--- src/rtl/clint_itrp_gen.sv ---
// clint_itrp_gen: CLINT registers (msip/mtimecmp/mtime) plus one-hot machine interrupt arbiter
module clint_itrp_gen #(
  parameter logic [63:0] BASE_ADDR = 64'h0000_0000_0200_0000,
  parameter int          TICK_DIV  = 1
) (
  input  logic        clk,
  input  logic        rst,
  input  logic        clint_req,
  input  logic        clint_wen,
  input  logic [63:0] clint_addr,
  input  logic [63:0] clint_wdata,
  input  logic [7:0]  clint_wmask,
  output logic        clint_sel,
  output logic        clint_ack,
  output logic [63:0] clint_rdata,
  input  logic        ext_irq,
  input  logic [63:0] mstatus_rd_data,
  input  logic [63:0] mie_rd_data,
  input  logic        commit_valid,
  output logic [2:0]  itrp_info,
  output logic [63:0] mtime_o
);
  localparam logic [63:0] LAST_ADDR = BASE_ADDR + 64'hFFFF;
  localparam logic [15:0] DIV_M1    = 16'(TICK_DIV - 1);
  logic        msip_q, msip_d;
  logic [63:0] cmp_q, cmp_d;
  logic [63:0] mtime_q, mtime_d;
  logic [15:0] pre_q, pre_d;
  logic        ext_q, ext_d;
  logic        ack_q, ack_d;
  logic [63:0] rdata_q, rdata_d;
  logic        acc, wr, hit_msip, hit_cmp, hit_mtime, tick, go;
  logic        soft_req, timer_req, ext_req;
  logic [15:0] off;
  logic [63:0] wbits, cur;
  logic        unused_bits;
  assign unused_bits = ^{mstatus_rd_data, mie_rd_data, off[2:0]};
  always_comb begin
    clint_sel = (clint_addr >= BASE_ADDR) && (clint_addr <= LAST_ADDR);
    acc       = clint_req && clint_sel;
    wr        = acc && clint_wen;
    off       = clint_addr[15:0] - BASE_ADDR[15:0];
    hit_msip  = off[15:3] == 13'h0000;
    hit_cmp   = off[15:3] == 13'h0800;
    hit_mtime = off[15:3] == 13'h17FF;
    wbits     = '0;
    for (int i = 0; i < 8; i++) wbits[8*i +: 8] = {8{clint_wmask[i]}};
    cur       = hit_msip ? {63'b0, msip_q} : hit_cmp ? cmp_q : hit_mtime ? mtime_q : '0;
    tick      = pre_q == DIV_M1;
    msip_d    = (wr && hit_msip && clint_wmask[0]) ? clint_wdata[0] : msip_q;
    cmp_d     = (wr && hit_cmp) ? (clint_wdata & wbits) | (cmp_q & ~wbits) : cmp_q;
    // a bus write to mtime overrides the tick and restarts the prescaler
    mtime_d   = (wr && hit_mtime) ? (clint_wdata & wbits) | (mtime_q & ~wbits) :
                tick ? mtime_q + 64'd1 : mtime_q;
    pre_d     = ((wr && hit_mtime) || tick) ? '0 : pre_q + 16'd1;
    ext_d     = ext_irq;
    ack_d     = acc;
    rdata_d   = (acc && !clint_wen) ? cur : '0;
  end
  always_comb begin
    go        = commit_valid && mstatus_rd_data[3];
    soft_req  = go && msip_q && mie_rd_data[3];
    timer_req = go && (mtime_q >= cmp_q) && mie_rd_data[7];
    ext_req   = go && ext_q && mie_rd_data[11];
    itrp_info = ext_req ? 3'b100 : soft_req ? 3'b001 : timer_req ? 3'b010 : 3'b000;
  end
  always_ff @(posedge clk) begin
    if (!rst) begin
      msip_q  <= 1'b0;
      cmp_q   <= '1;
      mtime_q <= '0;
      pre_q   <= '0;
      ext_q   <= 1'b0;
      ack_q   <= 1'b0;
      rdata_q <= '0;
    end else begin
      msip_q  <= msip_d;
      cmp_q   <= cmp_d;
      mtime_q <= mtime_d;
      pre_q   <= pre_d;
      ext_q   <= ext_d;
      ack_q   <= ack_d;
      rdata_q <= rdata_d;
    end
  end
  assign clint_ack   = ack_q;
  assign clint_rdata = rdata_q;
  assign mtime_o     = mtime_q;
endmodule
--- config.mk ---
export PLATFORM = sky130hd
export DESIGN_NAME = clint_itrp_gen
export DESIGN_NICKNAME = d
export VERILOG_FILES = /design/src/rtl/clint_itrp_gen.sv
export SDC_FILE = /design/constraint.sdc
export NUM_CORES = 1
export LEC_CHECK = 0
export CAP_MARGIN = 20
export CORE_MARGIN = 2
export CORE_UTILIZATION = 35
export CTS_CLUSTER_SIZE = 12
export DETAILED_ROUTE_END_ITERATION = 10
export GPL_ROUTABILITY_DRIVEN = 0
export PLACE_DENSITY = 0.65
export SYNTH_ARGS = -nofsm -noshare
export SYNTH_HDL_FRONTEND = slang
export SYNTH_SLANG_ARGS = --single-unit
--- constraint.sdc ---
create_clock -name clk -period 2.71 [get_ports clk]
set_input_delay 0.271 -clock clk [delete_from_list [all_inputs] [get_ports clk]]
set_output_delay 0.271 -clock clk [all_outputs]
set_load 0.01 [all_outputs]
==> flow_metrics.env, run 1 <==
export IMPL_route_detailed_drc=0
export IMPL_drive_above_1_share=0.201
export IMPL_start_kind="register"
export IMPL_critPathKind="register to primary output"
export IMPL_period_minus_slack_ps=3200
export IMPL_n_fill_cell=2826
export IMPL_final_util=0.547
export IMPL_grt_start_max_net_pins=70
export IMPL_grt_pass1_vias=12000
export IMPL_drt_wl_total_um=41700
export IMPL_fin_skew_ps=13.1
export IMPL_critPathMaxFanout=3
export IMPL_first_pass_iters=6
export IMPL_vdd_ir_drop_max_mv=0.428
export IMPL_hold_buffers=0
export IMPL_multiInputGateArea_um2=6630
export IMPL_chipHeight_um=183
export IMPL_synth_flop_cell="dfxtp_1"
export IMPL_synth_seq_area_share=0.375
export IMPL_hold_viol=0
export IMPL_syn_num_nets=1651
export IMPL_dp_worst_setup_slack_ps=-331
export IMPL_drv_cap=0
export IMPL_clk_insertion_delay_late_ps=530
export IMPL_cts_sinks=211
export IMPL_synthCells=1314
export IMPL_htree_levels=1
export IMPL_wl_per_cell_um=19.0
export IMPL_avgSynthCellArea_um2=8.57
export IMPL_synth_edff_count=0
export IMPL_core_area_um2=31600
export IMPL_areaGrowthSynthToFinish_pct=53.6
export IMPL_clk_pin_slew_ps=60
export IMPL_synthDistinctLibCells=74
export IMPL_ys_ff_latch=211
export IMPL_num_vias=12200
export IMPL_crit_required_ps=2440
export IMPL_tightest_slew_ps=800
export IMPL_final_cell_area_um2=17300
export IMPL_antenna_found_initial=5
export IMPL_cts_made_buffers=25
export IMPL_hpwl_um=31900
export IMPL_finalMaxSlewViolations=0
export IMPL_period_share=1.18
export IMPL_yosys_warnings=0
export IMPL_power_leakage_nw=7.35
export IMPL_placementRows=65
export IMPL_vias_per_cell=5.54
export IMPL_io_buffers=275
export IMPL_ios=403
export IMPL_async_flop_share=0
export IMPL_fin_ws_ps=-493
export IMPL_violations="setup timing"
export IMPL_p_per_area_nw_per_um2=408
export IMPL_slew_headroom=0.453
export IMPL_regArea_um2=4250
export IMPL_end_kind="primary output"
export IMPL_arrival_ps=2930
export IMPL_setup_viol=1
export IMPL_drtIter0Drc=886
export IMPL_die_x_um=183
export IMPL_hp_class="input pin to register"
export IMPL_initial_utilization=0.356
export IMPL_clk_path_buf_depth=3
export IMPL_antenna_left=0
export IMPL_grt_usage=0.242
export IMPL_root_buffer="clkbuf_16"
export IMPL_fmax_mhz=312
export IMPL_grt_overflow_total=0
export IMPL_outcome="finished with violations"
export IMPL_grt_pass1_wl_um=64900
export IMPL_dieArea_um2=33600
export IMPL_syn_area_um2=11300
export IMPL_fin_nets=2113
export IMPL_tritoncts="yes"
export IMPL_rsz0062_at_grt="true"
export IMPL_placed_area_um2=16100
-- routing by layer --
metal / GRT usage / part of all wire / wire (µm) / vias up
li1: - / - / - / 5814
met1: 0.321 / 0.43 / 18000 / 5794
met2: 0.406 / 0.47 / 19600 / 504
met3: 0.0419 / 0.078 / 3250 / 63
met4: 0.0637 / 0.021 / 895 / 2
met5: 0 / 0.00031 / 13 / -
-- report_power, final --
| group | internal (mW) | leakage [nW] | switching [mW] | total, mW |
|---|---|---|---|---|
| Combinational | 0.227 | 5.22 | 0.160 | 0.386 |
| Clock | 2.21 | 0.433 | 1.36 | 3.56 |
| Sequential | 3.11 | 1.70 | 0.00224 | 3.11 |
| Total | 5.54 | 7.35 | 1.52 | 7.06 |
-- cells in the final DEF, fill, tap and decap left out, types with 16 or more instances in the layout --
cell             count
clkdlybuf4s50_1    272
buf_4              216
dfxtp_1            194
nor2_1             115
nand2_1            114
inv_1               85
a22oi_1             65
ha_1                56
nand3_1             51
mux2i_1             50
a211oi_1            48
nand4_1             39
nor3_1              38
and3_1              33
a21oi_1             30
o21ai_0             29
clkbuf_16           25
nor4_1              23
o21ai_1             21
o211ai_1            20
and4_1              19
dfxtp_2             17
buf_12              16
-- stage by stage --
| step | TNS [ps] | total power, mW | cells | hold WS, ps |
|---|---|---|---|---|
| final | -493 | 7.06 | 2199 | 95.1 |
| after global placement | -9900 | 3.56 | 2144 | 486 |
| after detailed placement | -16270 | 3.56 | 2144 | 493 |
| after global routing | -557 | 7.30 | 2198 | 92.2 |
| after floorplan | 0 | 3.26 | 1314 | 395 |
| after CTS | -458 | 7.13 | 2191 | 75.9 |
-- final cells by class --
type / instances / area share
multi-input cells: 940 / 0.383
repair buffers: 506 / 0.270
flip-flops and latches: 211 / 0.245
clock buffers: 33 / 0.0408
well taps: 402 / 0.0291
inverters: 92 / 0.0207
clock inverters: 11 / 0.00962
diodes: 4 / 0.000579
-- synth_stat cells, types with 8 or more instances --
library cell  count  area share
a211oi_1         55       0.037
a21oi_1          35       0.016
a22oi_1          65       0.043
a311oi_1          9      0.0070
a31oi_1          11      0.0061
and2_1           10      0.0056
and3_1           33       0.018
and4_1           19       0.015
buf_2            19      0.0084
buf_4             8      0.0053
clkbuf_1         40       0.013
dfxtp_1         211        0.38
ha_1             67       0.074
inv_1            91       0.030
mux2i_1          50       0.044
nand2_1         114       0.038
nand3_1          52       0.023
nand3_2          10      0.0089
nand4_1          39       0.022
nor2_1          116       0.039
nor3_1           38       0.017
nor4_1           25       0.014
o211ai_1         20       0.013
o21ai_0          33       0.015
o21ai_1          19      0.0084
or3_1             8      0.0044
xnor2_1           8      0.0062
xor2_1            9      0.0070
-- critical path, stage by stage (launching register included) --
cell      delay (ps)
dfxtp_2          320
inv_1             80
ha_4             210
a21oi_2          130
o21ai_1           80
a2111o_1         400
a222oi_1         460
nand4b_1         330
nor3b_2          250
buf_2            140
-- worst paths after layout --
kind,start,to,slack [ps],cells after the start
hold / removal,rst,clint_ack$_SDFF_PN0_,100,3
setup / recovery,register,itrp_info[1],-490,9
setup reg to reg,pre_q[1]$_SDFF_PP0_,register,80,8
hold reg to reg,register,clint_rdata[16]$_SDFF_PP0_,500,2
-- kinds of logic (layout without fill, tap and decap cells) --
kind of cell               Yosys count  after routing  synth area share
muxes                               50             50            0.0445
buffers and inverters              163            642            0.0620
DFF                                211            211             0.375
other                                0              4                 0
and+or+nand+nor                    498            498             0.233
adders and majority gates           67             67            0.0745
AOI/OAI and AO/OA                  308            308             0.198
xor gates and xnor gates            17             17            0.0132
-- timing repair --
action | CTS | global route
resized for setup | 32 | 35
pin swaps | 12 | 13
hold endpoints to repair | 0 | 0
setup endpoints to repair | 2 | 18
buffers inserted | 3 | 4
Power figures use the tool's default switching activity.
==> inputs of run 2 (changes only) <==
--- a/config.mk
+++ b/config.mk
@@ -8,7 +8,7 @@
 export CAP_MARGIN = 20
 export CORE_MARGIN = 2
 export CORE_UTILIZATION = 35
-export CTS_CLUSTER_SIZE = 12
+export CTS_BUF_LIST = sky130_fd_sc_hd__clkbuf_16
 export DETAILED_ROUTE_END_ITERATION = 10
 export GPL_ROUTABILITY_DRIVEN = 0
 export PLACE_DENSITY = 0.65
==> constraint.sdc (replaced) <==
create_clock -name clk -period 3 [get_ports clk]
set_input_delay 0.3 -clock clk [delete_from_list [all_inputs] [get_ports clk]]
set_output_delay 0.3 -clock clk [all_outputs]
set_load 0.01 [all_outputs]
==> flow_metrics.env, run 2 (synthesis results as in run 1) <==
export IMPL_outcome="finished with violations"
export IMPL_violations="setup timing"
export IMPL_root_buffer="clkbuf_16"
export IMPL_drive_above_1_share=0.146
export IMPL_antenna_left=0
export IMPL_p_int_mw=4.60
export IMPL_antenna_found_initial=3
export IMPL_arrival_ps=2860
export IMPL_tightest_slew_ps=803
export IMPL_grt_pass1_vias=11500
export IMPL_layout_common_cells="clkdlybuf4s50_1, dfxtp_1, buf_4, nor2_1, nand2_1"
export IMPL_hold_buffers=0
export IMPL_grt_usage=0.237
export IMPL_reg2reg_depth=7
export IMPL_p_clk_frac=0.471
export IMPL_end_kind="primary output"
export IMPL_fin_skew_ps=14.7
export IMPL_fmax_mhz=316
export IMPL_drt_wl_total_um=40800
export IMPL_post_cts_buffers=0
export IMPL_clk_pin_slew_ps=60
export IMPL_cp_depth=9
export IMPL_rsz0062_at_grt="true"
export IMPL_path_delay_family="compound AO/OA/AOI/OAI gates"
export IMPL_grt_start_max_net_pins=105
export IMPL_grt_overflow_total=0
export IMPL_final_common_cell="clkdlybuf4s50_1"
export IMPL_areaGrowthSynthToFinish_pct=44.3
export IMPL_fin_cells=2104
export IMPL_clk_insertion_delay_late_ps=530
export IMPL_switchingPower_mw=1.36
export IMPL_slowest_delay_ps=490
export IMPL_initial_utilization=0.356
export IMPL_period_share=1.05
export IMPL_chipHeight_um=183
export IMPL_fin_ws_ps=-162
export IMPL_vias_per_cell=5.57
export IMPL_cp_cell_sequence="inv_2 > ha_4 > a21oi_4 > o21ai_2 > a221o_1 > a222oi_1 > nand4b_1 > nor3b_2 > buf_2"
export IMPL_period_minus_slack_ps=3160
export IMPL_critPathKind="register to primary output"
export IMPL_drtIter0Drc=999
export IMPL_final_util=0.514
export IMPL_hp_class="input pin to register"
export IMPL_io_buffers=275
export IMPL_ios=403
export IMPL_dieArea_um2=33600
export IMPL_crit_required_ps=2700
export IMPL_wl_per_cell_um=19.4
export IMPL_hold_depth=2
export IMPL_post_place_cells=2058
export IMPL_first_pass_iters=7
export IMPL_p_comb_frac=0.058
export IMPL_hold_viol=0
export IMPL_seqPwrFrac=0.471
export IMPL_placementRows=65
export IMPL_critPathMaxFanout=3
export IMPL_grt_pass1_wl_um=63400
export IMPL_core_area_um2=31600
export IMPL_crit_slowest_cell="a222oi_1"
export IMPL_p_per_area_nw_per_um2=367
export IMPL_die_x_um=183
export IMPL_power_leakage_nw=6.85
export IMPL_fin_nets=2020
export IMPL_route_detailed_drc=0
export IMPL_finalMaxSlewViolations=0
export IMPL_cts_sinks=211
export IMPL_htree_levels=1
export IMPL_setup_viol=1
export IMPL_hpwl_um=30900
export IMPL_crit_buf_inv=2
export IMPL_clk_path_buf_depth=3
export IMPL_tritoncts="yes"
export IMPL_cts_made_buffers=25
export IMPL_start_kind="register"
export IMPL_vdd_ir_drop_max_mv=0.371
export IMPL_sw_frac_of_total=0.229
export IMPL_drv_cap=0
export IMPL_num_vias=11700
export IMPL_slew_headroom=0.462
-- run 2: changes by cell type in the layout (fill, tap and decap cells not counted), sizes merged, moves of 3 or more --
cell    before  now
clkinv       7   13
bufinv       4    1
buf        233  140
clkbuf      33   25
diode        4    1
inv         92   98
-- run 2: cell type report --
class                   count  area (µm²)
flip-flops and latches    211        4240
inverters                  92         358
multi-input cells         940        6540
fillers                  2943       15400
repair buffers            413        3860
well taps                 402         503
clock buffers              25         626
diodes                      1        2.50
clock inverters            20         115
-- run 2: power by group through the flow --
stage	logic [mW]	clock network [mW]	registers, mW
floorplan	0.0687	0	2.88
global placement	0.343	0	2.87
detailed placement	0.344	0	2.87
CTS	0.346	2.89	2.81
global route	0.368	2.99	2.81
finish	0.347	2.81	2.81
-- run 2: final timing paths --
| check | slack [ps] | from | end |
|---|---|---|---|
| worst max-delay path | -160 | register | itrp_info[1] |
| worst min-delay path | 110 | rst | register |
| worst max register to register | 230 | register | register |
| worst min register to register | 490 | register | register |
-- run 2: through the flow --
step / hold slack [ps] / worst slack (ps) / power (mW) / cell area [µm²] / TNS [ps]
finish: 108 / -162 / 5.96 / 16300 / -162
global route: 99.3 / -281 / 6.16 / 16300 / -281
CTS: 80.3 / -234 / 6.04 / 16200 / -234
detailed placement: 484 / -152 / 3.21 / 15300 / -152
global placement: 479 / -78.0 / 3.21 / 15300 / -78.0
floorplan: 424 / 755 / 2.94 / 11300 / 0
-- run 2: worst reg2reg max path, cell delays in order (launching register included) --
cell	delay, ps
dfxtp_1	380
buf_4	160
and4_1	230
and4_1	450
nand3_1	440
a2111oi_0	650
mux2i_1	290
nand2_1	60
-- run 2: layer usage --
metal / global-route usage / share of wire / vias up
met5: 0 / 0.00032 / -
met4: 0.0662 / 0.024 / 2
met2: 0.394 / 0.47 / 519
li1: - / - / 5636
met1: 0.316 / 0.43 / 5499
met3: 0.0429 / 0.078 / 67
-- run 2: what timing repair did --
| item | CTS | global route |
|---|---|---|
| resized for setup | 33 | 19 |
| endpoints found under the hold margin | 0 | 0 |
| setup endpoints to repair | 1 | 2 |
| pin swaps | 9 | 4 |
